File: config.mk
export PLATFORM = sky130hd
export DESIGN_NAME = de2_115_sopc_avalon_st_ready_latency_expander
export DESIGN_NICKNAME = d
export VERILOG_FILES = /design/src/rtl/de2_115_sopc_avalon_st_ready_latency_expander_pkg.sv /design/src/rtl/de2_115_sopc_avalon_st_ready_latency_expander_fifo.sv /design/src/rtl/de2_115_sopc_avalon_st_ready_latency_expander.sv
export SDC_FILE = /design/constraint.sdc
export NUM_CORES = 1
export LEC_CHECK = 0
export ABC_CLOCK_PERIOD_IN_PS = 4700
export CAP_MARGIN = 10
export CORE_MARGIN = 2
export CORE_UTILIZATION = 42
export CTS_CLUSTER_SIZE = 12
export DETAILED_ROUTE_END_ITERATION = 8
export HOLD_SLACK_MARGIN = 0.02
export PLACE_DENSITY = 0.59
export SYNTH_ARGS = -nofsm -noshare
export SYNTH_HDL_FRONTEND = slang
export SYNTH_HIERARCHICAL = 1
export SYNTH_SLANG_ARGS = --single-unit
File: constraint.sdc
create_clock -name clk -period 4.7 [get_ports clk]
set_input_delay 0.94 -clock clk [delete_from_list [all_inputs] [get_ports clk]]
set_output_delay 0.94 -clock clk [all_outputs]
set_load 0.02 [all_outputs]
File: src/rtl/de2_115_sopc_avalon_st_ready_latency_expander_pkg.sv
// rtl/de2_115_sopc_avalon_st_ready_latency_expander_pkg.sv - shared widths, defaults and payload layout
package de2_115_sopc_avalon_st_ready_latency_expander_pkg;

  localparam int DATA_W    = 32;
  localparam int ERROR_W   = 6;
  localparam int SOP_W     = 1;
  localparam int EOP_W     = 1;
  localparam int EMPTY_W   = 2;
  localparam int PAYLOAD_W = DATA_W + ERROR_W + SOP_W + EOP_W + EMPTY_W;

  localparam int DEFAULT_READY_LATENCY = 2;
  localparam int DEFAULT_DEPTH         = 4;

  // Beat payload as stored in the buffer; data occupies the MSBs.
  typedef struct packed {
    logic [DATA_W-1:0]  data;
    logic [ERROR_W-1:0] error;
    logic               sop;
    logic               eop;
    logic [EMPTY_W-1:0] empty;
  } payload_t;

endpackage

File: src/rtl/de2_115_sopc_avalon_st_ready_latency_expander_fifo.sv
// rtl/de2_115_sopc_avalon_st_ready_latency_expander_fifo.sv - synchronous payload FIFO with combinational head
module de2_115_sopc_avalon_st_ready_latency_expander_fifo
  import de2_115_sopc_avalon_st_ready_latency_expander_pkg::*;
#(
  parameter int DEPTH = DEFAULT_DEPTH,
  parameter int WIDTH = PAYLOAD_W,
  localparam int PTR_W = $clog2(DEPTH)
) (
  input  logic             clk,
  input  logic             reset,
  input  logic             push_i,
  input  logic [WIDTH-1:0] push_data_i,
  input  logic             pop_i,
  output logic [WIDTH-1:0] head_o,
  output logic [PTR_W:0]   fill_level_o
);

  localparam logic [PTR_W:0] FULL_LVL = (PTR_W+1)'(DEPTH);

  logic [WIDTH-1:0] mem_q [DEPTH];
  logic [WIDTH-1:0] hold_q;
  logic [PTR_W-1:0] wr_ptr_q, wr_ptr_d;
  logic [PTR_W-1:0] rd_ptr_q, rd_ptr_d;
  logic [PTR_W:0]   fill_q, fill_d;
  logic             do_push;
  logic             do_pop;
  logic             not_empty;

  assign not_empty = (fill_q != '0);

  // Guard push at full and pop at empty so the count never wraps.
  always_comb begin
    do_push  = push_i && (fill_q != FULL_LVL);
    do_pop   = pop_i && not_empty;
    wr_ptr_d = wr_ptr_q;
    rd_ptr_d = rd_ptr_q;
    fill_d   = fill_q;
    if (do_push) wr_ptr_d = wr_ptr_q + PTR_W'(1);
    if (do_pop)  rd_ptr_d = rd_ptr_q + PTR_W'(1);
    if (do_push && !do_pop)      fill_d = fill_q + (PTR_W+1)'(1);
    else if (!do_push && do_pop) fill_d = fill_q - (PTR_W+1)'(1);
  end

  // Pointer and fill registers; DEPTH is a power of two so pointers wrap naturally.
  always_ff @(posedge clk) begin
    if (reset) begin
      wr_ptr_q <= '0;
      rd_ptr_q <= '0;
      fill_q   <= '0;
    end else begin
      wr_ptr_q <= wr_ptr_d;
      rd_ptr_q <= rd_ptr_d;
      fill_q   <= fill_d;
    end
  end

  // Payload storage; entries are only observed while counted, so no reset is needed.
  always_ff @(posedge clk) begin
    if (do_push) mem_q[wr_ptr_q] <= push_data_i;
  end

  // Remember the last head shown so the output holds steady once the buffer drains.
  always_ff @(posedge clk) begin
    if (reset) begin
      hold_q <= '0;
    end else if (not_empty) begin
      hold_q <= mem_q[rd_ptr_q];
    end
  end

  assign head_o       = not_empty ? mem_q[rd_ptr_q] : hold_q;
  assign fill_level_o = fill_q;

endmodule

File: src/rtl/de2_115_sopc_avalon_st_ready_latency_expander.sv
// rtl/de2_115_sopc_avalon_st_ready_latency_expander.sv - ready-latency-0 sink to ready-latency-N source adapter
module de2_115_sopc_avalon_st_ready_latency_expander
  import de2_115_sopc_avalon_st_ready_latency_expander_pkg::*;
#(
  parameter int READY_LATENCY = DEFAULT_READY_LATENCY,
  parameter int DEPTH         = DEFAULT_DEPTH
) (
  input  logic               clk,
  input  logic               reset,
  output logic               in_ready,
  input  logic               in_valid,
  input  logic [DATA_W-1:0]  in_data,
  input  logic [ERROR_W-1:0] in_error,
  input  logic               in_startofpacket,
  input  logic               in_endofpacket,
  input  logic [EMPTY_W-1:0] in_empty,
  input  logic               out_ready,
  output logic               out_valid,
  output logic [DATA_W-1:0]  out_data,
  output logic [ERROR_W-1:0] out_error,
  output logic               out_startofpacket,
  output logic               out_endofpacket,
  output logic [EMPTY_W-1:0] out_empty
);

  localparam int PTR_W = $clog2(DEPTH);
  localparam logic [PTR_W:0] FULL_LVL = (PTR_W+1)'(DEPTH);

  logic [READY_LATENCY-1:0] grant_hist_q, grant_hist_d;
  logic                     grant;
  logic [PTR_W:0]           fill_level;
  logic                     push;
  logic                     pop;
  payload_t                 in_beat;
  payload_t                 out_beat;

  // Grant history: out_ready enters at bit 0 and the oldest sample is the current grant.
  generate
    if (READY_LATENCY == 1) begin : g_hist_one
      always_comb grant_hist_d = out_ready;
    end else begin : g_hist_many
      always_comb grant_hist_d = {grant_hist_q[READY_LATENCY-2:0], out_ready};
    end
  endgenerate

  // Grant history register, cleared so no stale grant survives reset.
  always_ff @(posedge clk) begin
    if (reset) grant_hist_q <= '0;
    else       grant_hist_q <= grant_hist_d;
  end

  assign grant = grant_hist_q[READY_LATENCY-1];

  // Ready/valid equations; a grant with nothing buffered is simply lost.
  assign in_ready  = !reset && (fill_level < FULL_LVL);
  assign out_valid = grant && (fill_level != '0);
  assign push      = in_valid && in_ready;
  assign pop       = out_valid;

  // Pack the sink fields into one buffer word.
  always_comb begin
    in_beat       = '0;
    in_beat.data  = in_data;
    in_beat.error = in_error;
    in_beat.sop   = in_startofpacket;
    in_beat.eop   = in_endofpacket;
    in_beat.empty = in_empty;
  end

  de2_115_sopc_avalon_st_ready_latency_expander_fifo #(
    .DEPTH (DEPTH),
    .WIDTH (PAYLOAD_W)
  ) u_fifo (
    .clk          (clk),
    .reset        (reset),
    .push_i       (push),
    .push_data_i  (in_beat),
    .pop_i        (pop),
    .head_o       (out_beat),
    .fill_level_o (fill_level)
  );

  assign out_data          = out_beat.data;
  assign out_error         = out_beat.error;
  assign out_startofpacket = out_beat.sop;
  assign out_endofpacket   = out_beat.eop;
  assign out_empty         = out_beat.empty;

endmodule

==> results of run 1 <==
## final cells by class
type / instances / area (sq um) / area share (%)
Sequential cell: 221 / 6111 / 59.85
Multi-Input combinational cell: 166 / 1989 / 19.48
Timing Repair Buffer: 98 / 1003 / 9.827
Clock buffer: 38 / 734.5 / 7.193
Tap cell: 265 / 331.6 / 3.247
Clock inverter: 6 / 26.28 / 0.2573
Inverter: 4 / 15.01 / 0.1470
## state kept, by name, indices dropped and copies added, names as in the netlist, named ones only
register	cells
grant_hist_q	2
u_fifo/rd_ptr_q	2
u_fifo/mem_q	168
u_fifo/wr_ptr_q	2
u_fifo/fill_level_o	3
u_fifo/hold_q	42
## layer usage
| layer | track usage [%] | share of wire (%) | vias to the layer above | wire length, microns |
|---|---|---|---|---|
| met2 | 25.94 | 52 | 79 | 7795 |
| met5 | 0 | 0 | - | 0 |
| met4 | 3.767 | 1.6 | 0 | 234 |
| met1 | 19.58 | 43 | 2083 | 6443 |
| li1 | - | - | 1809 | - |
| met3 | 2.766 | 3.9 | 19 | 587 |
## power by group
group          switching (mW)  leakage (nW)  internal [mW]  total (mW)
clock network           0.701         0.376           1.06        1.77
logic                   0.460          1.05          0.515       0.975
registers              0.0477          1.96           2.23        2.28
total                    1.21          3.39           3.81        5.02
## per-stage QoR
step	utilization [%]	total power, mW	setup WS, ns	instances
detailed placement	48.88	3.308	1.143	754
global route	52.81	5.227	0.6277	798
floorplan	-	2.885	1.809	410
CTS	52.81	5.090	0.7313	798
global placement	48.88	3.288	1.269	754
finish	52.81	5.019	0.8301	798
## synthesized netlist by cell type, types with 2 or more instances
cell type | count | area, sq um
xor2_1 | 4 | 35.03
edfxtp_1 | 168 | 5045
mux4_2 | 42 | 945.9
nor2_1 | 7 | 26.28
ha_1 | 5 | 62.56
dfxtp_1 | 53 | 1061
and3_1 | 4 | 25.02
nand3_1 | 2 | 10.01
nor3b_1 | 2 | 15.01
clkbuf_1 | 9 | 33.78
inv_1 | 4 | 15.01
nor2b_1 | 44 | 275.3
buf_6 | 5 | 56.30
o21ai_0 | 3 | 15.01
buf_2 | 4 | 20.02
mux2_2 | 42 | 473.0
a21oi_1 | 3 | 15.01
## worst paths after layout
check                                               to
worst min-delay path                   grant_hist_q[1]
worst max register to register  u_fifo/fill_level_o[2]
worst min register to register         grant_hist_q[1]
worst max-delay path                      out_data[24]
## critical path, delay by kind of cell (launching register included)
| kind | cells | cell delay, ns |
|---|---|---|
| DFF | 1 | 0.95 |
| muxes | 2 | 0.92 |
| buffers and inverters | 1 | 0.54 |
## kinds of logic (layout without fill, tap and decap cells)
kind of cell,count (synthesis),after routing,share of synthesized area (%)
xor gates and xnor gates,4,4,0.4265
and+or+nand+nor,62,62,4.585
buffers and inverters,23,146,1.584
muxes,85,85,17.40
AOI/OAI and AO/OA,9,9,0.6702
DFF,221,221,74.33
adders and majority gates,6,6,1.005
## placed cells by master (no fill, tap or decap)
| cell | instances |
|---|---|
| a21oi_1 | 3 |
| or3b_2 | 1 |
| clkinv_1 | 3 |
| nor3b_1 | 2 |
| nand3_1 | 2 |
| mux4_2 | 42 |
| or3_1 | 1 |
| fa_1 | 1 |
| nor3_4 | 1 |
| and3_2 | 4 |
| clkbuf_8 | 6 |
| mux2_2 | 42 |
| buf_2 | 1 |
| o21ai_0 | 3 |
| dfxtp_4 | 1 |
| nor2_1 | 7 |
| nor2b_1 | 44 |
| o31a_1 | 1 |
| clkbuf_16 | 25 |
| o31ai_1 | 1 |
| buf_12 | 4 |
| dfxtp_2 | 1 |
| clkbuf_1 | 7 |
| xor2_1 | 4 |
| buf_4 | 5 |
| clkdlybuf4s50_1 | 88 |
| clkinv_2 | 3 |
| o311ai_0 | 1 |
| edfxtp_1 | 168 |
| inv_1 | 4 |
| ha_1 | 5 |
| dfxtp_1 | 51 |
| mux2i_1 | 1 |
==> reports/metrics.yaml, run 1 <==
hold_start: "grant_hist_q[0]"
start_kind: "flop"
worstPathRequired_ns: 3.76
cts_num_sinks: 221
rsz0062_at_grt: "false"
track_usage_pct: 14.96
fin_crit_sh_pct: 82.34
via_per_inst: 5.000
via_count: 3990
crit_arrival_ns: 2.93
syn-instance-count: 410
yosys_warnings: 6
crit_fanout: 42
first_global_vias: 4178
finalSetupViolCount: 0
overflow: 0
wl_mm: 15.06
async_reset_ff_share_pct: 0
whs_ns: 0.4322
max_stage_delay_ns: 0.95
seq_area_frac_synth_pct: 74.33
worstSkewPairLatency_ns: 0.50
synth_edf_count: 168
cts-root-buf: "clkbuf_16"
final_cell_area_sq_um: 10210
drc: 0
placement.io_buffers: 89
ys_types: 26
drive_above_1_share_pct: 25.52
skew_ns: 0.01329
r2r_setup_slack_ns: 2.11
path_class: "reg -> out"
clock.fmax_mhz: 258.4
synth_nets: 462
finalHoldViolations: 0
setup_tns_ns: 0
fill_cells: 1566
coreArea_sq_um: 19330
num_rows: 51
die_h_microns: 143.8
fp.dieW_microns: 143.8
whs_path_depth: 1
antenna_left: 0
r2r-start: "u_fifo/fill_level_o[2]"
die_area_sq_um: 20690
initial_core_util_pct: 42.48
antenna_found_initial: 0
first_pass_iters: 4
outcome: "finished clean"
areaGrowthSynthToFinish_pct: 24.31
p_leak_nw: 3.386
ir_drop_mv: 0.2276
final_max_slew_viol_count: 0
cts_tree: "yes"
gp_congestion: 0.6613
post-route-min-period_ns: 3.870
cts_max_level: 1
clockBufferDepth: 3
cts_hold_buffers: 0
slew-limit-headroom_pct: 39.26
synth_area_sq_um: 8214
nets: 567
clk_pin_slew_ns: 0.06
drtIter0Drc: 248
end_kind: "primary output"
place_area_sq_um: 9450
crit_chain: "mux4_2 > mux2_2 > clkdlybuf4s50_1"
grt_max_degree: 54
dp_hpwl_mm: 8.804
powerDensity_nw_per_um2: 491.5
wl_per_cell_microns: 18.87
tightestPinTransition_ns: 0.9111
ys_ff_latch: 221
io_pins: 90
synth_top_flop_cell: "edfxtp_1"
maxCapViolations: 0
r2r_cells: 9
syn_avg_cell_area_sq_um: 20.03
antenna_cells: 0
holdCritPathClass: "reg -> reg"
cts_made_buffers: 24
cts_setup_buffers: 0
grt_pass1_wl_mm: 23.23
cp_slowest_cell: "dfxtp_4"
cts_resized: 0
Note: power is estimated with default switching activity, not from simulation.
==> inputs of run 2 (changes only) <==
- ABC_CLOCK_PERIOD_IN_PS: 4700 -> 3400
- PLACE_DENSITY: 0.59 -> 0.62
- clock period: 4.7 -> 3.4 ns (I/O delays scaled with it)
==> reports/metrics.yaml, run 2 (synthesis gave the netlist of run 1 again) <==
outcome: "finished clean"
clockBufferDepth: 3  # unchanged
holdCritPathClass: "reg -> reg"
via_count: 3974  # -0.40%
antenna_found_initial: 0  # unchanged
p_switching_mw: 1.622  # +34%
switching_share_pct: 24.12  # +0.052 points
fin_crit_sh_pct: 93.62
fin_cells: 800  # +0.25%
crit_arrival_ns: 2.50  # -0.43 ns
antenna_cells: 0  # unchanged
r2r-start: "u_fifo/fill_level_o[2]"
cts_made_buffers: 23  # -4.2%
pwr-share-seq_pct: 46.7  # +1.3 points
io_pins: 90  # unchanged
overflow: 0  # unchanged
cts_max_level: 1  # unchanged
clk_pin_slew_ns: 0.06  # about the same
p_comb_share_pct: 20.3  # +0.9 points
start_kind: "flop"
largest_reg_flops: 168  # unchanged
p_clk_share_pct: 33.0  # -2.2 points
crit_start: "u_fifo/fill_level_o[2]"
final_cell_mix: "168 x edfxtp_1, 88 x clkdlybuf4s50_1, 51 x dfxtp_1, 44 x nor2b_1"
first_pass_iters: 4  # unchanged
via_per_inst: 4.968  # -0.65%
finalSetupViolCount: 0  # unchanged
maxCapViolations: 0  # unchanged
skew_ns: 0.01173  # -0.001560 ns
fp.dieW_microns: 143.8  # unchanged
drc: 0  # unchanged
coreArea_sq_um: 19330  # unchanged
r2r_setup_slack_ns: 0.98  # -1.13 ns
powerDensity_nw_per_um2: 657.5  # +34%
gp_congestion: 0.6542  # -1.1%
antenna_left: 0  # unchanged
areaGrowthSynthToFinish_pct: 24.49
initial_core_util_pct: 42.48  # unchanged
path_class: "reg -> out"
end_kind: "primary output"
p_leak_nw: 3.388  # about the same
hold_start: "grant_hist_q[0]"
wl_per_cell_microns: 18.80  # -0.40%
rsz0062_at_grt: "false"
reg2reg_to: "u_fifo/fill_level_o[2]"
regMostFlops: "u_fifo/mem_q"
finalHoldViolations: 0  # unchanged
post-route-min-period_ns: 3.183
crit_fanout: 22  # -48%
die_area_sq_um: 20690  # unchanged
min_to: "grant_hist_q[1]"
dp_hpwl_mm: 9.014  # +2.4%
ir_drop_mv: 0.3861  # +70%
fill_cells: 1572  # +0.38%
r2r_cells: 9  # unchanged
final_util_pct: 52.89  # +0.078 points
cts_tree: "yes"
grt_max_degree: 54  # unchanged
cts-root-buf: "clkbuf_16"
intPower_mw: 5.102  # +34%
die_h_microns: 143.8  # unchanged
cts_resized: 0  # unchanged
total_power_mw: 6.724  # +34%
worstSkewPairLatency_ns: 0.50  # about the same
post-place-cells: 761  # +0.93%
track_usage_pct: 15.04  # +0.078 points
clock.fmax_mhz: 314.1
cts_hold_buffers: 0  # unchanged
whs_path_depth: 1  # unchanged
slew-limit-headroom_pct: 55.60  # +16 points
num_rows: 51  # unchanged
final_max_slew_viol_count: 0  # unchanged
drtIter0Drc: 181  # -27%
drive_above_1_share_pct: 25.61  # +0.092 points
setup_tns_ns: 0  # unchanged
worstPathRequired_ns: 2.72  # -1.04 ns
nets: 575  # +1.4%
first_global_vias: 4241  # +1.5%
grt_pass1_wl_mm: 23.36  # +0.53%
placement.io_buffers: 89  # unchanged
wl_mm: 15.04  # -0.15%
cts_num_sinks: 221  # unchanged
tightestPinTransition_ns: 0.6660  # -0.2450 ns
final_common_cell: "edfxtp_1"
==> run 2: cell type report <==
cell class | count | area (sq um) | share of cell area (%)
Clock buffer | 35 | 650.6 | 6.362
Clock inverter | 2 | 7.507 | 0.07341
Inverter | 4 | 15.01 | 0.1468
Multi-Input combinational cell | 166 | 1989 | 19.45
Sequential cell | 221 | 6111 | 59.76
Tap cell | 265 | 331.6 | 3.242
Timing Repair Buffer | 107 | 1121 | 10.96
==> run 2: repair_timing <==
action,CTS,global route
endpoints found under the setup margin,11,0
setup buffers,2,0
endpoints found under the hold margin,0,0
==> run 2: power groups by stage <==
stage / combinational, mW / sequential (mW) / clock (mW)
6_report: 1.37 / 3.14 / 2.22
2_1_floorplan: 0.810 / 3.18 / 0
3_5_place_dp: 1.38 / 3.20 / 0
3_3_place_gp: 1.36 / 3.19 / 0
5_1_grt: 1.46 / 3.16 / 2.41
4_1_cts: 1.39 / 3.14 / 2.31
==> run 2: critical path: stages, from the launching register on <==
cell             delay, ns
dfxtp_1               0.42
nor3_4                0.25
buf_4                 0.37
mux2_2                0.41
clkdlybuf4s50_1       0.55
==> run 2: per-stage QoR <==
stage,setup slack (ns),hold WS [ns],cell area [sq um]
2_1_floorplan,0.7693,0.4138,8214
3_3_place_gp,0.4191,0.4380,9540
3_5_place_dp,0.3560,0.4350,9540
4_1_cts,0.1601,0.4640,10230
5_1_grt,0.06622,0.4889,10230
6_report,0.2168,0.4590,10230
==> run 2: how the worst max path moves through the flow <==
stage          cells past startpoint                     end  slack [ns]
2_1_floorplan                      2      u_fifo/mem_q[3][0]        0.77
3_3_place_gp                      10  u_fifo/fill_level_o[2]        0.42
3_5_place_dp                      10  u_fifo/fill_level_o[2]        0.36
4_1_cts                            4            out_data[31]        0.16
5_1_grt                            4            out_empty[1]        0.07
6_report                           4            out_empty[1]        0.22
==> run 2: layer usage <==
metal	wire (microns)	share of wire [%]	global-route usage (%)
met1	6439	43	19.45
met2	7592	50	25.76
met3	728	4.8	3.232
met4	278	1.8	4.231
met5	0	0	0
